===== config.mk =====
export PLATFORM = sky130hd
export DESIGN_NAME = if_stage
export DESIGN_NICKNAME = d
export VERILOG_FILES = /design/src/rtl/if_stage.sv
export SDC_FILE = /design/constraint.sdc
export NUM_CORES = 1
export LEC_CHECK = 0
export BUFFER_PORTS_ARGS = -buffer_cell sky130_fd_sc_hd__clkbuf_2
export CAP_MARGIN = 15
export CORE_MARGIN = 3
export CORE_UTILIZATION = 45
export CTS_CLUSTER_DIAMETER = 100
export DETAILED_ROUTE_END_ITERATION = 12
export GPL_ROUTABILITY_DRIVEN = 0
export PLACE_DENSITY = 0.82
export SYNTH_ARGS = -nofsm -noshare
export SYNTH_HDL_FRONTEND = slang
export SYNTH_SLANG_ARGS = --single-unit

===== constraint.sdc =====
create_clock -name clk -period 1.84 [get_ports clk]
set_clock_uncertainty 0.2 [all_clocks]
set_input_delay 0 -clock clk [delete_from_list [all_inputs] [get_ports clk]]
set_output_delay 0 -clock clk [all_outputs]
set_load 0.01 [all_outputs]

===== src/rtl/if_stage.sv =====
`default_nettype none
// ============================================================================
// Module  : if_stage
// Brief   : MIPS instruction-fetch stage: PC, imem address, IF/ID register.
// Revision: 1.0 - initial release
// ============================================================================
module if_stage #(
    parameter logic [31:0] RESET_PC  = 32'h0000_0000,
    parameter logic [31:0] NOP_INSTR = 32'h0000_0000
) (
    input  logic        clk,
    input  logic        rst_n,
    input  logic        stall,
    input  logic        branchTaken,
    input  logic [31:0] branchTarget,
    input  logic        jump,
    output logic [31:0] imemAddr,
    input  logic [31:0] imemData,
    output logic [31:0] pc,
    output logic [31:0] ifIdInstr,
    output logic [31:0] ifIdPcPlus4,
    output logic        ifIdValid,
    output logic [5:0]  opCode,
    output logic [15:0] fetchCount
);

    localparam logic [31:0] c_RESET_PC_ALIGNED = {RESET_PC[31:2], 2'b00};

    logic [31:0] r_pc;
    logic [31:0] r_if_id_instr;
    logic [31:0] r_if_id_pc_plus4;
    logic        r_if_id_valid;
    logic [15:0] r_fetch_count;

    logic [31:0] w_pc_plus4;
    logic [31:0] w_jump_target;
    logic [31:0] w_branch_target;

    assign w_pc_plus4      = r_pc + 32'd4;
    assign w_jump_target   = {r_if_id_pc_plus4[31:28], r_if_id_instr[25:0], 2'b00};
    assign w_branch_target = {branchTarget[31:2], 2'b00};

    // Redirects beat stall; branch beats jump since it belongs to the older instruction.
    always_ff @(posedge clk or negedge rst_n) begin
        if (!rst_n) begin
            r_pc             <= c_RESET_PC_ALIGNED;
            r_if_id_instr    <= NOP_INSTR;
            r_if_id_pc_plus4 <= 32'h0000_0000;
            r_if_id_valid    <= 1'b0;
            r_fetch_count    <= 16'h0000;
        end else if (branchTaken) begin
            r_pc          <= w_branch_target;
            r_if_id_instr <= NOP_INSTR;
            r_if_id_valid <= 1'b0;
        end else if (jump) begin
            r_pc          <= w_jump_target;
            r_if_id_instr <= NOP_INSTR;
            r_if_id_valid <= 1'b0;
        end else if (!stall) begin
            r_pc             <= w_pc_plus4;
            r_if_id_instr    <= imemData;
            r_if_id_pc_plus4 <= w_pc_plus4;
            r_if_id_valid    <= 1'b1;
            r_fetch_count    <= r_fetch_count + 16'd1;
        end
    end

    assign imemAddr    = r_pc;
    assign pc          = r_pc;
    assign ifIdInstr   = r_if_id_instr;
    assign ifIdPcPlus4 = r_if_id_pc_plus4;
    assign ifIdValid   = r_if_id_valid;
    assign opCode      = r_if_id_instr[31:26];
    assign fetchCount  = r_fetch_count;

endmodule
`default_nettype wire


### Word level (Yosys, flattened, before mapping)

Index checks and enable logic that the tools add are counted.

| word-level totals | value |
|---|---|
| word-level logic and storage cells | 21 |
| bits in registers | 113 |

| operators by class | value |
|---|---|
| bitwise logic cells | 3 |
| $add $sub $neg | 2 |
| multiplexer cells | 9 |
| equality and inequality tests | 1 |
| reduce and logical (&&, ||, !) cells | 1 |

Operators by type and width:

| kind | number |
|---|---|
| $mux 32 | 6 |
| $add 32x3->32 const B | 1 |
| $add 16x1->16 const B | 1 |
| $mux 1 | 3 |
| $ne 3x1->1 const B | 1 |
| $not 1->1 | 3 |
| $reduce_and 3->1 | 1 |

### Depth between registers and ports, before layout

| depth | value |
|---|---|
| depth after elaboration | 4 |
| mapped depth | 7 |
| mapped depth without buffers | 6 |

### Worst setup path before layout

No wires, ideal clock.

| timing | value |
|---|---|
| path kind | reg-to-reg |
| from | reg r_pc[2], in the netlist imemAddr[2] |
| to | reg r_if_id_pc_plus4[28], in the netlist ifIdPcPlus4[28] |
| path slack | -255 ps |
| data required time | 1516 ps |
| arrival time | 1771 ps |
| stages on the path, launching flop included | 7 |
| buffers on the path | 0 |
| cell sequence | dfrtp_1 -> ha_1 -> nand4_1 -> nor2_4 -> nand4_1 -> and3_1 -> a211o_1 |

| between the ends | value |
|---|---|
| cells in the longest elaborated chain, start to end | 1 |

RTL lines:

| what | line | RTL |
|---|---|---|
| start, declared | 29 | `logic [31:0] r_pc;` |
| start signal, assigned | 46 | `r_pc <= c_RESET_PC_ALIGNED;` |
| start signal, assigned | 52 | `r_pc <= w_branch_target;` |
| start signal, assigned | 56 | `r_pc <= w_jump_target;` |
| $add 32x3->32 | 39 | `assign w_pc_plus4 = r_pc + 32'd4;` |
| end signal, assigned | 62 | `r_if_id_pc_plus4 <= w_pc_plus4;` |
| end, declared | 31 | `logic [31:0] r_if_id_pc_plus4;` |

Every way passes these cells.
A chain may end at the register's enable or synchronous reset.

### Worst setup path after layout

| timing | value |
|---|---|
| from | reg r_pc[2], in the netlist imemAddr[2] |
| to | reg r_pc[16], in the netlist imemAddr[16] |

| between the ends | value |
|---|---|
| cells in the longest elaborated chain, start to end | 4 |

RTL lines:

| what | line | RTL |
|---|---|---|
| $add 32x3->32 | 39 |  |
| $mux 32 | 59 | `end else if (!stall) begin` |
| $mux 32 | 55 | `end else if (jump) begin` |
| $mux 32 | 51 | `end else if (branchTaken) begin` |

Every way passes these cells. The select of a mux whose other input is x is not followed.

==> summary.md <==
The fraction of layout instances using a drive strength above 1 is 39.4%. The clock network accounts for 33.1% of the total power. TritonCTS built the clock tree. STA puts the critical path data arrival time at 2.03 ns. After layout, the design draws a total of 6.85 mW. Hold is met by 0.0458 ns. The via count of the first global-routing pass is 5947. Average detailed-routed wire length per instance: 18.7 um. The vertical die dimension was 120 um.

The worst-path cell with the longest stage delay is sky130_fd_sc_hd__dfrtp_2. Counting flops with a built-in enable in the synthesized netlist gives 0. The signed area change from the synthesized netlist to the final layout came out at 47.4%.

Cell at the root of the clock tree: sky130_fd_sc_hd__clkbuf_16. The combined area of all synthesized cells was 5850 sq um; the CTS clock-pin slew for the worst setup and hold paths was 0.08 ns. Combinational cells account for 24.9% of the total power.

Along the worst path, the maximum fanout reaches 5. The average cell area after synthesis works out to 9.49 sq um. The core area was 12700 sq um; the number of different library cells in the post-synthesis netlist was 58. At the pin with the least slew margin, the transition time is 0.627 ns. The count of nets left with antenna violations once routing finished came out at 0. The number of instances on the worst hold path was 4; the count of final setup violators was 30.

In this run switching power makes up 30.5% of total power. STA classifies the critical path startpoint as a register. Setup repair after global routing could not meet its margin everywhere. The tools report the nature of the critical path endpoint as a register.

Sequential cells were found to cover 46.6% of the synthesized design area. The run gives 0.408 mV as the peak ir drop on the vdd network. Buffers inserted during clock tree synthesis total 9. The tools report the residual DRC count as 0. For this run the aggregate overflow at the end of global routing stands at 0.

The maximum buffer depth of the clock tree is 2, and the final HPWL from detailed placement is 13600 um. The tools report the worst-skew pair later-pin latency as 0.36 ns. Traced cell by cell, the critical path runs through ha_4 > nand4_1 > buf_6 > buf_4 > nor3_4 > buf_6 > nand3_1 > xor2_1 > o21ai_0. Static timing analysis puts the maximum clock frequency at 499 MHz. Counting every sink on the clock net gives 109. The run gives 0 as the final-report max-slew violation count. Counting flops with an async set or reset pin after synthesis yields a share of 100%. The most numerous cell type found on the critical path is sky130_fd_sc_hd__buf_6. The number of antenna violations at the first check in global routing was 0; the number of placed I/O pins was 220.

The floorplan has 41 rows. Time the final worst path needs with I/O delays and setup: 2.00 ns. The die covers 14400 sq um. For hold timing, the worst endpoint is imemAddr[31]$_DFFE_PN0P_.

The post-detailed-route via-to-cell ratio was 5.53; the final cycle utilization of the critical path was 109%. The Yosys step of the flow raised 0 warnings. Entering global routing, the biggest net connects 40 pins. The largest incremental delay on the critical path came out at 0.42 ns.

The initial utilization of the core area, before any placement, comes to 46.2%. The routed layout has 6091 vias. The logs give -0.16 ns for the worst setup slack for register-to-register paths and 605 for the violation count after the first detailed-routing iteration. The chip width is 120 um. In this run the critical register-to-register path is captured at imemAddr[16]$_DFFE_PN0P_. The final layout contains routed wiring with a total length of 20600 um.

The tools report the max-capacitance violation count as 0. The worst setup path is of the reg2reg kind. For the global-route wire length before repair, the log shows 31700 um. In this run the tightest slew margin relative to its limit is 58.1%. The final reports fail on setup timing. Among all flip-flop cells after synthesis, the most frequent one is sky130_fd_sc_hd__dfrtp_1.

The run finished, with violations left. The static leakage came out at 4.31 nW. The worst register-to-register path begins at imemAddr[2]$_DFFE_PN0P_. The analysis attributes to net switching a power of 2.09 mW. The run gives 27.9% as the total track usage.

The source of the worst hold timing path is branchTaken. At the end of the flow, the number of nets in the layout was 995. Port buffering added 211 buffers.

The tools report the cell internal power dissipation as 4.76 mW. The tools report the number of standard cells after synthesis as 616. The number of cells on the worst reg-to-reg path is 9.

The worst setup slack after layout is -0.164 ns. The H-tree generated during clock tree synthesis spans 3 levels. The total count of hold-check failures in the final report is 0, and the power density normalized to cell area is 795 nW/um^2. The tightest min-delay check is of the in2reg type. The run gives 0 as the final antenna diode count.

In this run, flip-flops and latches consume 42.0% of the power. The first-pass iteration count of the detailed router came out at 5. Critical path required time: 1.87 ns. The register bit count reported by yosys came out at 109.
-- cell type report --
class / instances / area, sq um
Clock inverter: 7 / 121
Sequential cell: 109 / 2740
Fill cell: 917 / 4050
Inverter: 15 / 56.3
Tap cell: 172 / 215
Clock buffer: 9 / 225
Timing Repair Buffer: 367 / 2460
Multi-Input combinational cell: 422 / 2810
-- power by group through the flow --
stage          clock network, mW  logic [mW]  registers [mW]
3_5_place_dp                   0        1.48            2.91
3_3_place_gp                   0        1.46            2.90
6_report                    2.27        1.71            2.88
2_1_floorplan                  0       0.674            3.03
5_1_grt                     2.38        1.86            2.91
4_1_cts                     2.28        1.64            2.86
-- cell families (layout without fill, tap and decap cells) --
logic type | after synthesis | after routing | synth area share (%)
flip-flops | 109 | 109 | 46.6
XOR/XNOR | 47 | 47 | 7.04
other | 1 | 6 | 0.0641
adder cells (fa/ha/maj) | 2 | 2 | 0.428
AO/OA/AOI/OAI | 114 | 114 | 12.2
multiplexers | 38 | 38 | 6.50
buffers and inverters | 91 | 398 | 9.05
AND/OR/NAND/NOR | 214 | 215 | 18.1
-- synth_stat cells, types with 3 or more instances --
library cell	n	share of area, %
sky130_fd_sc_hd__a31oi_1	3	0.32
sky130_fd_sc_hd__buf_2	14	1.2
sky130_fd_sc_hd__dfrtp_1	109	47
sky130_fd_sc_hd__nor3_1	6	0.51
sky130_fd_sc_hd__nand2_1	66	4.2
sky130_fd_sc_hd__buf_1	3	0.19
sky130_fd_sc_hd__nand3_1	27	2.3
sky130_fd_sc_hd__xor2_1	21	3.1
sky130_fd_sc_hd__a221oi_1	5	0.75
sky130_fd_sc_hd__or2_2	3	0.32
sky130_fd_sc_hd__nor2_1	62	4.0
sky130_fd_sc_hd__o21ai_0	35	3.0
sky130_fd_sc_hd__xnor2_1	26	3.9
sky130_fd_sc_hd__nand4_1	12	1.3
sky130_fd_sc_hd__a2bb2oi_1	3	0.45
sky130_fd_sc_hd__o22ai_1	6	0.64
sky130_fd_sc_hd__clkbuf_1	14	0.90
sky130_fd_sc_hd__a21oi_1	32	2.7
sky130_fd_sc_hd__buf_4	43	5.5
sky130_fd_sc_hd__a22oi_1	6	0.77
sky130_fd_sc_hd__mux2i_1	38	6.5
sky130_fd_sc_hd__o31ai_1	3	0.39
sky130_fd_sc_hd__and4_1	4	0.60
sky130_fd_sc_hd__and3_1	16	1.7
sky130_fd_sc_hd__inv_1	13	0.83
-- layout by cell type, fill, tap and decap left out, types with 4 or more instances in the layout --
cell / n
sky130_fd_sc_hd__buf_4: 81
sky130_fd_sc_hd__o22ai_1: 6
sky130_fd_sc_hd__nand4_1: 12
sky130_fd_sc_hd__nor2_1: 58
sky130_fd_sc_hd__xor2_1: 19
sky130_fd_sc_hd__xnor2_2: 5
sky130_fd_sc_hd__xnor2_1: 21
sky130_fd_sc_hd__clkbuf_2: 209
sky130_fd_sc_hd__dfrtp_1: 102
sky130_fd_sc_hd__conb_1: 6
sky130_fd_sc_hd__nand3_1: 26
sky130_fd_sc_hd__dlygate4sd3_1: 68
sky130_fd_sc_hd__and3_1: 13
sky130_fd_sc_hd__o21ai_0: 23
sky130_fd_sc_hd__a21oi_1: 30
sky130_fd_sc_hd__nor2_2: 4
sky130_fd_sc_hd__a22oi_1: 6
sky130_fd_sc_hd__nand2_1: 65
sky130_fd_sc_hd__dfrtp_2: 7
sky130_fd_sc_hd__a221oi_1: 5
sky130_fd_sc_hd__clkbuf_16: 9
sky130_fd_sc_hd__o21ai_1: 10
sky130_fd_sc_hd__buf_6: 5
sky130_fd_sc_hd__mux2i_1: 38
sky130_fd_sc_hd__inv_1: 13
-- worst max path at each step --
stage / depth (start not counted) / to / start
CTS: 8 / imemAddr[22]$_DFFE_PN0P_ / imemAddr[2]$_DFFE_PN0P_
floorplan: 6 / imemAddr[31]$_DFFE_PN0P_ / imemAddr[15]$_DFFE_PN0P_
global placement: 6 / imemAddr[31]$_DFFE_PN0P_ / imemAddr[4]$_DFFE_PN0P_
global route: 8 / imemAddr[22]$_DFFE_PN0P_ / imemAddr[2]$_DFFE_PN0P_
finish: 9 / imemAddr[16]$_DFFE_PN0P_ / imemAddr[2]$_DFFE_PN0P_
detailed placement: 8 / imemAddr[22]$_DFFE_PN0P_ / imemAddr[2]$_DFFE_PN0P_
-- registers in the layout (all words and copies together), names as in the netlist --
name / flops
ifIdInstr: 32
ifIdPcPlus4: 30
imemAddr: 30
fetchCount: 16
ifIdValid: 1
-- critical path: cells and delay by family (launching register included) --
family / cells / cell delay, ns
flops: 1 / 0.42
simple gates: 3 / 0.39
xor+xnor: 1 / 0.16
buf+inv: 3 / 0.45
fa+ha+maj: 1 / 0.15
compound gates: 1 / 0.09
-- timing repair --
item,in CTS,in global routing
hold buffers,68,0
gates resized for setup,16,35
endpoints found under the setup margin,26,43
buffers inserted,10,5
pin swaps,9,20
hold endpoints to repair,173,0
gates cloned,0,1
-- metal layers --
layer  routed length, um  track usage (%)
met5                   0                0
met2                9690             43.9
met1                8130             37.1
met3                1890             5.80
met4                 866             12.4
-- stage by stage --
stage	setup WS, ns	std cells	cell area, sq um	TNS (ns)	utilization, %
finish	-0.164	1101	8620	-2.08	68.0
floorplan	-0.0925	621	5910	-0.534	-
CTS	-0.0930	1095	8440	-0.423	66.6
global route	-0.200	1101	8620	-4.42	68.0
detailed placement	-0.124	1001	7280	-1.03	57.5
global placement	-0.0317	1001	7280	-0.0578	57.5
Power figures use the tool's default switching activity.
